--- src/rtl/regfile_write_sched.sv ---
// Owns the register file write port and bank-select strobe: round-robin two writers, sequence bank switches.
// Latency: grant -> rf_write next cycle; bank accept -> strobe 2 cycles later, cur_bank 3 later. Backpressure: ready is combinational grant; banked writes stall during a switch.
module regfile_write_sched #(
    parameter int DATA_W      = 16,
    parameter int ADDR_W      = 4,
    parameter int BANK_W      = 2,
    parameter int SCHWAP_BASE = 12
) (
    input  logic              clk,
    input  logic              reset,
    input  logic              req0_valid,
    input  logic [ADDR_W-1:0] req0_addr,
    input  logic [DATA_W-1:0] req0_data,
    output logic              req0_ready,
    input  logic              req1_valid,
    input  logic [ADDR_W-1:0] req1_addr,
    input  logic [DATA_W-1:0] req1_data,
    output logic              req1_ready,
    input  logic              bank_valid,
    input  logic [BANK_W-1:0] bank_sel,
    output logic              bank_ready,
    output logic              rf_write,
    output logic [ADDR_W-1:0] rf_writeAddr,
    output logic [DATA_W-1:0] rf_writeData,
    output logic [BANK_W-1:0] rf_schwapReg,
    output logic              rf_schwapClk,
    output logic [BANK_W-1:0] cur_bank
);

    typedef enum logic [1:0] {IDLE, SETUP, PULSE, HOLD} state_t;

    localparam logic [ADDR_W-1:0] BankedBase = ADDR_W'(SCHWAP_BASE);

    state_t            state;
    logic [BANK_W-1:0] target;
    logic              rrPtr;
    logic              inIdle;
    logic              switchReq;
    logic              fence;
    logic              elig0;
    logic              elig1;
    logic              grant0;
    logic              grant1;

    assign inIdle     = (state == IDLE);
    assign bank_ready = inIdle && bank_valid;
    assign switchReq  = bank_ready && (bank_sel != cur_bank);
    // The accept cycle itself is fenced so a banked write cannot race the new strobe.
    assign fence      = !inIdle || switchReq;

    assign elig0  = req0_valid && ((req0_addr < BankedBase) || !fence);
    assign elig1  = req1_valid && ((req1_addr < BankedBase) || !fence);
    assign grant0 = elig0 && (!elig1 || !rrPtr);
    assign grant1 = elig1 && (!elig0 || rrPtr);

    assign req0_ready = grant0;
    assign req1_ready = grant1;

    always_ff @(posedge clk or posedge reset) begin
        if (reset) begin
            state        <= SETUP;
            target       <= '0;
            rrPtr        <= 1'b0;
            rf_write     <= 1'b0;
            rf_writeAddr <= '0;
            rf_writeData <= '0;
            rf_schwapReg <= '0;
            rf_schwapClk <= 1'b0;
            cur_bank     <= '0;
        end else begin
            rf_write <= grant0 || grant1;
            if (grant0) begin
                rf_writeAddr <= req0_addr;
                rf_writeData <= req0_data;
                rrPtr        <= 1'b1;
            end else if (grant1) begin
                rf_writeAddr <= req1_addr;
                rf_writeData <= req1_data;
                rrPtr        <= 1'b0;
            end

            // Outputs are loaded on entry to the state they belong to.
            case (state)
                IDLE: begin
                    rf_schwapClk <= 1'b0;
                    if (switchReq) begin
                        target       <= bank_sel;
                        rf_schwapReg <= bank_sel;
                        state        <= SETUP;
                    end
                end
                SETUP: begin
                    rf_schwapClk <= 1'b1;
                    state        <= PULSE;
                end
                PULSE: begin
                    rf_schwapClk <= 1'b0;
                    cur_bank     <= target;
                    state        <= HOLD;
                end
                HOLD: begin
                    rf_schwapClk <= 1'b0;
                    state        <= IDLE;
                end
                default: begin
                    rf_schwapClk <= 1'b0;
                    state        <= IDLE;
                end
            endcase
        end
    end

endmodule

--- config.mk ---
export PLATFORM = sky130hd
export DESIGN_NAME = regfile_write_sched
export DESIGN_NICKNAME = d
export VERILOG_FILES = /design/src/rtl/regfile_write_sched.sv
export SDC_FILE = /design/constraint.sdc
export NUM_CORES = 1
export LEC_CHECK = 0
export CORE_MARGIN = 8
export CORE_UTILIZATION = 25
export CTS_CLUSTER_DIAMETER = 60
export DETAILED_ROUTE_END_ITERATION = 10
export PLACE_DENSITY = 0.64
export SYNTH_ARGS = -nofsm -noshare
export SYNTH_HDL_FRONTEND = slang
export SYNTH_SLANG_ARGS = --single-unit
--- constraint.sdc ---
create_clock -name clk -period 4.1 [get_ports clk]
set_input_delay 0.82 -clock clk [delete_from_list [all_inputs] [get_ports clk]]
set_output_delay 0.82 -clock clk [all_outputs]
set_load 0.05 [all_outputs]
After elaboration in Yosys (flattened, before gate mapping)
Index checks and enable logic that the tools add are counted.
{"block": "classes", "n_addsub": 0, "n_mul": 0, "div_mod_pow": 0, "magnitude_cmp": 2, "n_eq_ne": 5, "n_shift": 0, "n_mux": 9, "bitwise_logic": 0, "reduce_logical": 21}
{"op": "16-bit 2-to-1 mux", "n": 2}
{"op": "4-bit less-than comparator, second input constant", "n": 2}
{"op": "4-bit 2-to-1 mux", "n": 2}
{"op": "2-bit case mux with 4 select lines", "n": 1}
{"op": "1-bit logical AND", "n": 6}
{"op": "1-bit logical OR", "n": 6}
{"op": "1-bit logical NOT", "n": 5}
{"op": "2-bit equality test, second input constant", "n": 2}
{"op": "3-bit OR reduction", "n": 1}
{"op": "2-bit by 1-bit equality test with 1-bit output, second input constant", "n": 1}
{"op": "2-bit logical NOT", "n": 1}
{"op": "1-bit 2-to-1 mux", "n": 2}
{"op": "2-bit 2-to-1 mux", "n": 1}
{"op": "2-bit by 1-bit != test with 1-bit output, second input constant", "n": 1}
{"op": "2-bit != test", "n": 1}
{"op": "1-bit case mux with 2 select lines", "n": 1}
{"op": "2-bit AND reduction", "n": 1}
{"op": "2-bit nonzero test", "n": 1}
{"block": "totals", "reg_bits": 29, "latch_bits": 0, "ram_bits": 0, "mem_bits_ro": 0, "in_bits": 47, "output_inout_bits": 29, "wordCells": 45, "n_memories": 0}

Logic depth before layout (Yosys ltp)
{"block": "logic_depth", "word_depth": 12, "depth_mapped": 7}

Worst setup path before layout
OpenSTA, ideal clock, no wires.
{"block": "synth_path", "path_type": "input -> output", "startpoint": "in bank_sel[0]", "endpoint": "out req0_ready", "arrival_time_ps": 1979, "path_slack_ps": 1301, "cell_stages": 5, "path_buffers": 1, "cell_sequence": "xor2_1 o2111ai_1 and3_1 nor3_4 buf_6"}
{"block": "synth_between", "elab_chain_cells": 9}
{"element": "from (decl)", "line_no": "20", "text": "input logic [BANK_W-1:0] bank_sel,"}
{"element": "2-bit != test (*)", "line_no": "47", "text": "assign switchReq = bank_ready && (bank_sel != cur_bank);"}
{"element": "1-bit logical AND (*)", "line_no": "47"}
{"element": "1-bit logical OR (*)", "line_no": "49", "text": "assign fence = !inIdle || switchReq;"}
{"element": "1-bit logical NOT (*)", "line_no": "51, 52"}
{"element": "1-bit logical OR", "line_no": "52", "text": "assign elig1 = req1_valid && ((req1_addr < BankedBase) || !fence);"}
{"element": "1-bit logical AND", "line_no": "52"}
{"element": "1-bit logical NOT", "line_no": "53", "text": "assign grant0 = elig0 && (!elig1 || !rrPtr);"}
{"element": "1-bit logical OR", "line_no": "53"}
{"element": "1-bit logical AND (*)", "line_no": "53"}
{"element": "to (decl)", "line_no": "14", "text": "output logic req0_ready,"}
Mark *: on every way between the ends. The rest lies on a longest branch, timed or not.

Worst setup path in the final report
{"block": "layout_path", "startpoint": "in req0_addr[2]", "endpoint": "out req1_ready"}
{"block": "layout_between", "elab_chain_cells": 6}
{"element": "from (decl)", "line_no": "12", "text": "input logic [ADDR_W-1:0] req0_addr,"}
{"element": "4-bit less-than comparator", "line_no": "51", "text": "assign elig0 = req0_valid && ((req0_addr < BankedBase) || !fence);"}
{"element": "1-bit logical OR", "line_no": "51"}
{"element": "1-bit logical AND", "line_no": "51"}
{"element": "1-bit logical NOT", "line_no": "54", "text": "assign grant1 = elig1 && (!elig0 || rrPtr);"}
{"element": "1-bit logical OR", "line_no": "54"}
{"element": "1-bit logical AND", "line_no": "54"}
{"element": "to (decl)", "line_no": "18", "text": "output logic req1_ready,"}
Every way passes these cells.

==> flow_metrics.py <==
metrics = {
    "die": {
        "start_util_pct": 25.6,
        "die_y_um": 90.7,
        "dieWidth_um": 90.7,
        "io_pins": 76,
        "die-area_um2": 8230,
        "core_um2": 5440,
        "row_count": 27,
    },
    "finish": {
        "fin_area_um2": 2310,
        "drive_gt1_share_pct": 12.9,
        "antenna_cells": 0,
        "num-nets-final": 244,
        "final_cell_mix": "73 x clkdlybuf4s50_1, 28 x dfrtp_1, 18 x a221o_1",
        "layout.cells.most_common": "clkdlybuf4s50_1",
        "area_delta_synth_final_pct": 65.3,
    },
    "logic_synthesis": {
        "ys.flop_type": "dfrtp_1",
        "synth_area_um2": 1400,
        "ys_ff_latch": 29,
        "synthArstFlopShare_pct": 100,
        "synth_top_area_share_pct": 50.2,
        "synthDistinctLibCells": 28,
        "ys_seq_area_share_pct": 52.1,
        "synth_edf_count": 0,
        "yosysTopAreaCell": "dfrtp_1",
        "synth_area_leaders": "dfrtp_1 50%, a221o_1 13%, and2_0 7.6%, ha_1 3.6%, mux2_2 3.2%",
        "yosys_warnings": 0,
        "synth_fp_nets": 164,
        "synth_cells": 113,
        "syn_avg_cell_area_um2": 12.3,
    },
    "clock_tree": {
        "clkTransAtPathRegs_ns": 0.06,
        "root_buffer": "clkbuf_8",
        "htreeDepth": 2,
        "cts.path.max_buffers": 2,
        "clk_latency_ns": 0.27,
        "clkSinkCount": 29,
        "numCtsBuffers": 5,
        "hold_buffers": 0,
        "postCtsSetupRepairBufs": 0,
        "cts_tree": "yes",
        "cts.repair.resized": 0,
    },
    "critical_path": {
        "critPathMaxFanout": 21,
        "critPathLaunchType": "input pin",
        "worstSetupEndpointType": "primary output",
        "crit_required_ns": 3.28,
        "arrival_ns": 2.53,
        "r2r_setup_slack_ns": 1.93,
        "path_class": "in -> out",
    },
    "sta": {
        "worstMarginPinSlew_ns": 0.551,
        "relSlewSlack_pct": 62.9,
        "skew_ns": 0.00407,
        "fmax_mhz": 299,
        "hold_viol_final": 0,
        "maxSlewViolCount": 0,
        "period_needed_ns": 3.35,
        "fin_crit_sh_pct": 81.6,
        "tns_ns": 0,
        "rsz0062_at_grt": "false",
        "setup_viol": 0,
    },
    "run": {
        "cap_violations": 0,
    },
    "route": {
        "drc": 0,
        "drt_iter0_markers": 35,
        "wl_um": 4080,
        "first_pass_iters": 4,
        "detail-route-antenna-nets": 0,
        "via_count": 1198,
        "wl_per_cell_um": 15.3,
        "vias_per_cell": 4.50,
    },
    "global_route": {
        "antenna_found_initial": 0,
        "grt_overflow_total": 0,
        "met2_usage_pct": 15.4,
        "grt_pass1_wl_um": 6640,
        "grtUsageMet1_pct": 12.6,
        "grt_pass1_vias": 1293,
        "met3_usage_pct": 4.07,
        "gr-max-usage-layer": "met2",
        "grt_usage_pct": 10.0,
        "grt_max_degree": 30,
    },
    "power": {
        "p_leak_nw": 0.947,
        "max-vdd-ir-drop_mv": 0.302,
        "power_density_nw_per_um2": 684,
        "p_total_w": 0.00158,
    },
    "place": {
        "place_hpwl_um": 3050,
        "io_buffers": 75,
        "routabilityCongestion": 0.715,
        "postPlaceCellArea_um2": 2220,
    },
    "outcome": {
        "status": "finished, final reports clean",
    },
    "worst_hold_path": {
        "hp-class": "reg -> reg",
    },
}
[routing by layer]
metal / part of all wire [%] / wire [um]
met5: 0 / 0
met4: 0.47 / 19
met3: 6.9 / 282
met2: 45 / 1850
met1: 47 / 1920
[final timing paths]
kind                                    end  depth (start not counted)              from
min reg2reg                rf_writeData[13]                          1  rf_writeData[13]
min in group asynchronous  rf_writeData[15]                          3             reset
max                              req1_ready                          5      req0_addr[2]
min                        rf_writeData[13]                          1  rf_writeData[13]
max reg2reg                 rf_writeData[8]                          7          state[0]
max in group asynchronous          state[0]                          3             reset
[logic make-up (layout without fill, tap and decap cells)]
kind of cell	count (synthesis)	after routing	share of synthesized area, %
AOI/OAI and AO/OA	31	31	21.0
adders and majority gates	4	4	3.59
xor gates and xnor gates	2	2	1.26
DFF	29	29	52.1
and+or+nand+nor	33	33	14.2
muxes	4	4	3.23
buffers and inverters	10	91	4.66
[metrics by stage]
step	instances	hold slack (ns)	worst slack, ns	util [%]
4_1_cts	266	0.516	0.736	42.4
3_5_place_dp	258	0.500	0.738	40.9
2_1_floorplan	113	0.514	1.30	-
3_3_place_gp	258	0.496	0.767	40.9
5_1_grt	266	0.539	0.642	42.4
6_report	266	0.512	0.755	42.4
[state kept, by name (all words and copies together) (netlist names)]
name,count
rf_writeData,16
rf_writeAddr,4
cur_bank,2
state,2
target,2
rf_schwapClk,1
rf_write,1
rrPtr,1
[worst max-delay path: stages]
cell	delay, ns
clkdlybuf4s50_1	0.53
nand2_1	0.06
o21ai_0	0.45
o311a_4	0.41
buf_4	0.24
[area by class of cell]
class | count | area [um2]
fillers | 537 | 3130
repair buffers | 78 | 781
flip-flops and latches | 29 | 727
multi-input cells | 74 | 607
well taps | 72 | 90.1
clock buffers | 6 | 72.6
inverters | 5 | 18.8
clock inverters | 2 | 10.0
[cell usage after synthesis (2+ instances only)]
| cell | count |
|---|---|
| ha_1 | 4 |
| a221o_2 | 2 |
| o21ai_0 | 5 |
| inv_1 | 5 |
| mux2_2 | 4 |
| a221o_1 | 18 |
| nand2_1 | 5 |
| nor3_1 | 2 |
| dfrtp_1 | 28 |
| and2_0 | 17 |
| nand3_1 | 2 |
| buf_6 | 3 |
| nand2b_1 | 2 |
| xor2_1 | 2 |
[where the power goes]
group | total [W] | internal, W | switching [W] | leakage (nW)
sequential | 0.000460 | 0.000398 | 0.0000620 | 0.350
clock | 0.000220 | 0.000117 | 0.000103 | 0.0450
combinational | 0.000897 | 0.000343 | 0.000553 | 0.553
(Power assumes the default switching activity.)
